[config.mk]
export PLATFORM = sky130hd
export DESIGN_NAME = algo_2r2w_rd_rsp_buf
export DESIGN_NICKNAME = d
export VERILOG_FILES = /design/src/rtl/algo_2r2w_pkg.sv /design/src/rtl/algo_2r2w_rsp_fifo.sv /design/src/rtl/algo_2r2w_rd_rsp_buf.sv
export SDC_FILE = /design/constraint.sdc
export NUM_CORES = 1
export LEC_CHECK = 0
export ABC_AREA = 1
export CAP_MARGIN = 15
export CORE_UTILIZATION = 36
export CTS_CLUSTER_DIAMETER = 100
export CTS_CLUSTER_SIZE = 14
export DETAILED_ROUTE_END_ITERATION = 12
export RECOVER_POWER = 25
export SLEW_MARGIN = 20
export SYNTH_ARGS = -nofsm -noshare
export SYNTH_HDL_FRONTEND = slang
export SYNTH_SLANG_ARGS = --single-unit
[constraint.sdc]
create_clock -name clk -period 4.1 [get_ports clk]
set_input_delay 0.82 -clock clk [delete_from_list [all_inputs] [get_ports clk]]
set_output_delay 0.82 -clock clk [all_outputs]
set_load 0.01 [all_outputs]
[src/rtl/algo_2r2w_pkg.sv]
// Shared constants and helpers for the 2R2W read-response buffer.
package algo_2r2w_pkg;

  localparam int DEF_BITDEPTH = 2;
  localparam int CNTW = DEF_BITDEPTH + 1;

  // Ceiling log2, usable in constant expressions.
  function automatic int clog2(input int n);
    int r;
    r = 0;
    while ((1 << r) < n) r++;
    return r;
  endfunction

endpackage

[src/rtl/algo_2r2w_rsp_fifo.sv]
// Per-port response FIFO: registered storage, push/pop bookkeeping and sticky overflow flag.
module algo_2r2w_rsp_fifo
  import algo_2r2w_pkg::*;
#(
  parameter int WIDTH    = 15,
  parameter int DEPTH    = 4,
  parameter int BITDEPTH = 2
) (
  input  logic             clk,
  input  logic             rst,
  input  logic             guard,
  input  logic             inVld,
  input  logic [WIDTH-1:0] inDat,
  input  logic             outRdy,
  output logic             outVld,
  output logic [WIDTH-1:0] outDat,
  output logic             ovfErr
);

  localparam int PW = (BITDEPTH > 0) ? BITDEPTH : 1;
  localparam int CW = BITDEPTH + 1;

  logic [WIDTH-1:0] mem [DEPTH];
  logic [PW-1:0]    wptrReg;
  logic [PW-1:0]    rptrReg;
  logic [CW-1:0]    occReg;
  logic             ovfReg;

  logic full;
  logic pop;
  logic push;
  logic accept;
  logic drop;

  function automatic logic [PW-1:0] nextPtr(input logic [PW-1:0] p);
    if (DEPTH == 1) return '0;
    return p + PW'(1);
  endfunction

  assign full   = (occReg == CW'(DEPTH));
  assign outVld = (occReg != '0);
  assign outDat = mem[rptrReg];
  assign pop    = outVld & outRdy;
  assign push   = inVld & ~guard;
  // A pop frees the head slot in the same cycle, so a push into a full FIFO is fine then.
  assign accept = push & (~full | pop);
  assign drop   = push & full & ~pop;

  always_ff @(posedge clk) begin
    if (accept && !rst) begin
      mem[wptrReg] <= inDat;
    end
  end

  always_ff @(posedge clk) begin
    if (rst) begin
      wptrReg <= '0;
      rptrReg <= '0;
      occReg  <= '0;
      ovfReg  <= 1'b0;
    end else begin
      if (accept) wptrReg <= nextPtr(wptrReg);
      if (pop)    rptrReg <= nextPtr(rptrReg);
      occReg <= occReg + CW'(accept) - CW'(pop);
      if (drop) ovfReg <= 1'b1;
    end
  end

  assign ovfErr = ovfReg;

endmodule

[src/rtl/algo_2r2w_rd_rsp_buf.sv]
// Read-response buffer with per-port credit gating in front of a non-stalling 2R2W wrapper.
module algo_2r2w_rd_rsp_buf
  import algo_2r2w_pkg::*;
#(
  parameter int NUMRDPRT = 2,
  parameter int BITADDR  = 8,
  parameter int WIDTH    = 15,
  parameter int RD_LAT   = 1,
  parameter int DEPTH    = 4,
  parameter int BITDEPTH = 2
) (
  input  logic                         clk,
  input  logic                         rst,
  input  logic [NUMRDPRT-1:0]          req_vld,
  input  logic [NUMRDPRT*BITADDR-1:0]  req_adr,
  output logic [NUMRDPRT-1:0]          req_rdy,
  output logic [NUMRDPRT-1:0]          mem_read,
  output logic [NUMRDPRT*BITADDR-1:0]  mem_rd_adr,
  input  logic [NUMRDPRT-1:0]          mem_rd_vld,
  input  logic [NUMRDPRT*WIDTH-1:0]    mem_rd_dout,
  output logic [NUMRDPRT-1:0]          rsp_vld,
  output logic [NUMRDPRT*WIDTH-1:0]    rsp_dout,
  input  logic [NUMRDPRT-1:0]          rsp_rdy,
  output logic [NUMRDPRT-1:0]          ovf_err
);

  localparam int CW = BITDEPTH + 1;

  logic guard;

  // Reads launched before reset may still return; the guard swallows them for RD_LAT cycles.
  generate
    if (RD_LAT > 0) begin : gen_guard
      localparam int GW = (clog2(RD_LAT + 1) > 0) ? clog2(RD_LAT + 1) : 1;
      logic [GW-1:0] guardReg;
      always_ff @(posedge clk) begin
        if (rst) begin
          guardReg <= GW'(RD_LAT);
        end else if (guardReg != '0) begin
          guardReg <= guardReg - GW'(1);
        end
      end
      assign guard = (guardReg != '0);
    end else begin : gen_noguard
      assign guard = 1'b0;
    end
  endgenerate

  assign mem_rd_adr = req_adr;

  genvar gi;
  generate
    for (gi = 0; gi < NUMRDPRT; gi++) begin : gen_port
      logic [CW-1:0] cntReg;
      logic          rdy;
      logic          issue;
      logic          pop;
      logic          fifoVld;
      logic          fifoOvf;

      // Credit covers both in-flight reads and stored responses.
      assign rdy   = ~rst & ~guard & (cntReg < CW'(DEPTH));
      assign issue = req_vld[gi] & rdy;
      assign pop   = rsp_vld[gi] & rsp_rdy[gi];

      always_ff @(posedge clk) begin
        if (rst) begin
          cntReg <= '0;
        end else begin
          cntReg <= cntReg + CW'(issue) - CW'(pop);
        end
      end

      assign req_rdy[gi]  = rdy;
      assign mem_read[gi] = issue;
      assign rsp_vld[gi]  = fifoVld & ~rst;
      assign ovf_err[gi]  = fifoOvf & ~rst;

      algo_2r2w_rsp_fifo #(
        .WIDTH   (WIDTH),
        .DEPTH   (DEPTH),
        .BITDEPTH(BITDEPTH)
      ) u_fifo (
        .clk   (clk),
        .rst   (rst),
        .guard (guard),
        .inVld (mem_rd_vld[gi]),
        .inDat (mem_rd_dout[gi*WIDTH +: WIDTH]),
        .outRdy(rsp_rdy[gi] & ~rst),
        .outVld(fifoVld),
        .outDat(rsp_dout[gi*WIDTH +: WIDTH]),
        .ovfErr(fifoOvf)
      );
    end
  endgenerate

endmodule

==> results of run 1 <==
-- logic make-up after synthesis --
logic type | Yosys count
AO/OA/AOI/OAI | 106
XOR/XNOR | 3
adder cells (fa/ha/maj) | 19
buffers and inverters | 93
flip-flops | 147
AND/OR/NAND/NOR | 146
-- through the flow --
stage / instance area [µm²] / setup WS, ns / power (W)
2_1_floorplan: 6170 / 1.58 / 0.00224
3_5_place_dp: 7030 / 0.597 / 0.00251
4_1_cts: 7590 / 0.649 / 0.00397
5_1_grt: 7590 / 0.451 / 0.00413
6_report: 7590 / 0.596 / 0.00392
3_3_place_gp: 7030 / 0.706 / 0.00249
-- worst min-delay path by stage --
stage / from / to / slack (ns) / cells after the start
finish: gen_port[1].u_fifo.rptrReg[1] / gen_port[1].u_fifo.rptrReg[1] / 0.50 / 2
global route: gen_port[1].u_fifo.rptrReg[1] / gen_port[1].u_fifo.rptrReg[1] / 0.54 / 2
CTS: gen_port[0].u_fifo.ovfErr / gen_port[0].u_fifo.ovfErr / 0.50 / 2
detailed placement: gen_port[0].u_fifo.ovfErr / gen_port[0].u_fifo.ovfErr / 0.49 / 2
global placement: gen_port[1].u_fifo.rptrReg[1] / gen_port[1].u_fifo.rptrReg[1] / 0.49 / 2
floorplan: gen_port[0].u_fifo.ovfErr / gen_port[0].u_fifo.ovfErr / 0.46 / 2
-- cell usage after synthesis --
cell / number / share of area
nor2_2: 11 / 0.011
nand2_4: 5 / 0.0091
nand3_1: 6 / 0.0049
o21ai_1: 4 / 0.0032
edfxtp_1: 120 / 0.58
xor2_1: 3 / 0.0043
buf_4: 20 / 0.024
ha_1: 15 / 0.030
clkinv_2: 1 / 0.00081
o21ai_0: 60 / 0.049
buf_2: 14 / 0.011
a21oi_1: 10 / 0.0081
nor2_4: 6 / 0.011
nand2_2: 6 / 0.0061
nand2_1: 23 / 0.014
nand3_4: 2 / 0.0057
o22ai_1: 32 / 0.032
inv_1: 44 / 0.027
fa_1: 4 / 0.013
inv_2: 8 / 0.0049
inv_4: 1 / 0.0010
clkbuf_2: 4 / 0.0032
dfxtp_1: 27 / 0.088
nor2_1: 87 / 0.053
buf_6: 1 / 0.0018
-- report_power, final --
group	switching [W]	internal, W
clock network	0.000608	0.000840
registers	0.0000620	0.00170
logic	0.000398	0.000317
-- flip-flops by register name, indices dropped and copies added, names as in the netlist, named ones only --
register and cells:
gen_port.u_fifo.wptrReg 4, gen_port.u_fifo.mem 120, gen_port.u_fifo.occReg 6, gen_port.u_fifo.ovfErr 2
gen_port.u_fifo.rptrReg 4, gen_guard.guardReg 1, gen_port.cntReg 6
-- placed cells by master, fill, tap and decap left out, drive strengths merged --
cell type / count
dlygate4sd3: 22
clkinvlp: 4
clkdlybuf4s50: 53
xor2: 3
bufinv: 1
fa: 4
nor2: 104
dfxtp: 27
a21oi: 10
clkbuf: 18
nand3: 8
inv: 57
buf: 11
nand2: 34
edfxtp: 120
ha: 15
o22ai: 32
o21ai: 64
clkinv: 6
-- tightest hold or removal path: stages, from the launching register on --
cell	delay, ns
dfxtp_1	0.33
nand2_2	0.07
a21oi_1	0.05
-- per-layer routing --
layer  vias to the layer above  wire length [µm]  global-route usage
li1                       1884                 -                   -
met1                      1853              5240               0.172
met5                         -                 0                   0
met2                        79              6010               0.238
met4                         0               227              0.0722
met3                        22               423              0.0383
-- layout make-up --
class	count	share of cell area
flip-flops and latches	147	0.546
multi-input cells	274	0.207
repair buffers	86	0.110
clock buffers	18	0.0565
well taps	220	0.0363
inverters	54	0.0272
clock inverters	14	0.0171
==> metrics.txt, run 1 <==
# TYPE chip_impl_metric gauge
chip_impl_metric{name="synth_fa_ha_area_frac",unit=""} 0.0434
chip_impl_metric{name="final_layout_size_suffix_gt1_frac",unit=""} 0.137
chip_impl_metric{name="starting_density",unit=""} 0.371
chip_impl_metric{name="timing.reg2reg.setup_slack",unit="ns"} 1.91
chip_impl_metric{name="core",unit="µm²"} 16600
chip_impl_metric{name="cts_inserted_buffers",unit=""} 17
chip_impl_metric{name="track_usage",unit=""} 0.144
chip_impl_metric{name="chipWidth",unit="µm"} 133
chip_impl_metric{name="post_synth_mux_area_share",unit=""} 0
chip_impl_metric{name="path_clk_slew",unit="ns"} 0.06
chip_impl_metric{name="r2r.worst_path.cells",unit=""} 13
chip_impl_metric{name="worst_stage_delay_on_the_critical_path",unit="ns"} 0.70
chip_impl_metric{name="number_of_antenna_violations_at_the_first_check_in_global_routing",unit=""} 0
chip_impl_metric{name="final_antenna_net_count",unit=""} 0
chip_impl_metric{name="syn_inst",unit=""} 514
chip_impl_info{name="cts_tree",value="built"} 1
chip_impl_metric{name="required",unit="ns"} 3.28
chip_impl_metric{name="cts_buffer_depth",unit=""} 2
chip_impl_info{name="outcome",value="completed"} 1
chip_impl_metric{name="finalSetupViolCount",unit=""} 0
chip_impl_metric{name="drt_drc_violations_left",unit=""} 0
chip_impl_metric{name="fmax",unit="MHz"} 285
chip_impl_metric{name="hold_ws",unit="ns"} 0.504
chip_impl_metric{name="fin_cells",unit=""} 813
chip_impl_metric{name="simple_gate_portion_of_the_synthesized_area",unit=""} 0.115
chip_impl_metric{name="die_height",unit="µm"} 133
chip_impl_metric{name="synth.ff_latch_count",unit=""} 147
chip_impl_metric{name="syn_nets",unit=""} 587
chip_impl_metric{name="ctsHtreeMaxLevel",unit=""} 4
chip_impl_metric{name="place.detailed.hpwl",unit="µm"} 7460
chip_impl_metric{name="worst_slew_margin_rel",unit=""} 0.387
chip_impl_metric{name="largest_clock_skew_in_the_final_design",unit="ns"} 0.0112
chip_impl_metric{name="worstSkewPairLatency",unit="ns"} 0.42
chip_impl_metric{name="synth_area_in_compound_gates",unit=""} 0.0924
chip_impl_metric{name="placedCellCount",unit=""} 781
chip_impl_metric{name="finalHoldViolCount",unit=""} 0
chip_impl_info{name="worstPathCellList",value="buf_4 > inv_1 > o21ai_0 > o22ai_1 > clkdlybuf4s50_1"} 1
chip_impl_info{name="cp_top_family",value="buffers and inverters"} 1
chip_impl_metric{name="crit_cells",unit=""} 5
chip_impl_metric{name="clock_sinks",unit=""} 147
chip_impl_metric{name="min_clock_period_post_route",unit="ns"} 3.50
chip_impl_metric{name="worst_pin_slew",unit="ns"} 0.919
chip_impl_metric{name="cellLeakagePower",unit="nW"} 2.76
chip_impl_metric{name="cts_hold_repair.buffers",unit=""} 0
chip_impl_metric{name="global_route_wire_length_before_repair",unit="µm"} 19200
chip_impl_metric{name="io_buffer_count",unit=""} 75
chip_impl_info{name="clock_tree.root_cell",value="clkbuf_16"} 1
chip_impl_info{name="critical_path.startpoint_type",value="register"} 1
chip_impl_info{name="endpoint_kind",value="primary output"} 1
chip_impl_metric{name="post_layout_net_count",unit=""} 653
chip_impl_metric{name="power-per-cell-area",unit="nW/µm²"} 517
chip_impl_metric{name="totalWireLength",unit="µm"} 11900
chip_impl_metric{name="detailed_router_iteration_count_before_antenna_repair",unit=""} 5
chip_impl_metric{name="drt-initial-drc-count",unit=""} 143
chip_impl_metric{name="area.growth.synth_to_final",unit="%"} 22.9
chip_impl_metric{name="combined_area_of_the_multi_input_logic_cells",unit="µm²"} 1570
chip_impl_info{name="grt_setup_unrepaired",value="no"} 1
chip_impl_metric{name="path_max_fanout",unit=""} 31
chip_impl_metric{name="post_route_setup_tns",unit="ns"} 0
chip_impl_metric{name="synth_area",unit="µm²"} 6170
chip_impl_metric{name="layout_worst_path_cycle_share",unit=""} 0.855
chip_impl_metric{name="grt_start_max_net_pins",unit=""} 32
chip_impl_info{name="worstSetupEndpoint",value="rsp_dout[6]"} 1
chip_impl_info{name="timing.rr.end",value="gen_port[1].u_fifo.occReg[2]"} 1
chip_impl_metric{name="post_cts.repair.setup_buffers",unit=""} 0
chip_impl_info{name="timing.rr.start",value="gen_port[1].u_fifo.occReg[1]"} 1
chip_impl_metric{name="io_pins",unit=""} 108
chip_impl_metric{name="wl_per_cell",unit="µm"} 14.6
chip_impl_info{name="crit_type",value="register to primary output"} 1
chip_impl_metric{name="die_outline_area",unit="µm²"} 17700
chip_impl_metric{name="finish.utilization",unit=""} 0.456
chip_impl_metric{name="syn_area_per_cell",unit="µm²"} 12.0
chip_impl_metric{name="post_synth_num_cell_types",unit=""} 25
chip_impl_metric{name="synthXorXnorAreaFrac",unit=""} 0.00426
chip_impl_metric{name="number_of_vias_after_detailed_routing",unit=""} 3838
chip_impl_metric{name="seqCellArea",unit="µm²"} 4140
chip_impl_info{name="dominant_combinational_cell_family_by_area_after_synthesis",value="simple AND/OR/NAND/NOR gates"} 1
chip_impl_metric{name="drv_slew",unit=""} 0
chip_impl_metric{name="ys_seq_area_frac",unit=""} 0.671
chip_impl_metric{name="std_cell_rows",unit=""} 47
chip_impl_metric{name="post_cts_resized",unit=""} 0
chip_impl_metric{name="drt-vias-per-instance",unit=""} 4.72
chip_impl_metric{name="vias_in_the_first_global_route",unit=""} 3771
chip_impl_metric{name="cp.buffers_inverters",unit=""} 3
chip_impl_info{name="cp_slowest_cell",value="inv_1"} 1
chip_impl_metric{name="n_diodes",unit=""} 0
chip_impl_metric{name="grt_overflow_total",unit=""} 0
chip_impl_metric{name="yosysWarningCount",unit=""} 0
chip_impl_metric{name="drv.max_cap_violation_count",unit=""} 0
chip_impl_metric{name="place.gp.congestion",unit=""} 0.784
chip_impl_info{name="hp-class",value="register to register"} 1
chip_impl_metric{name="filler_cell_count",unit=""} 1498
chip_impl_metric{name="crit_arrival",unit="ns"} 2.68
chip_impl_metric{name="irDropWorstVdd",unit="V"} 0.000279
Note: power is estimated with default switching activity, not from simulation.
==> inputs of run 2 (changes only) <==
Settings changed: CTS_CLUSTER_SIZE 14 to 40, SETUP_SLACK_MARGIN set to 0.02, SLEW_MARGIN 20 to 25.
==> results of run 2 <==
Final layout, timing and power as in run 1 (identical DEF).
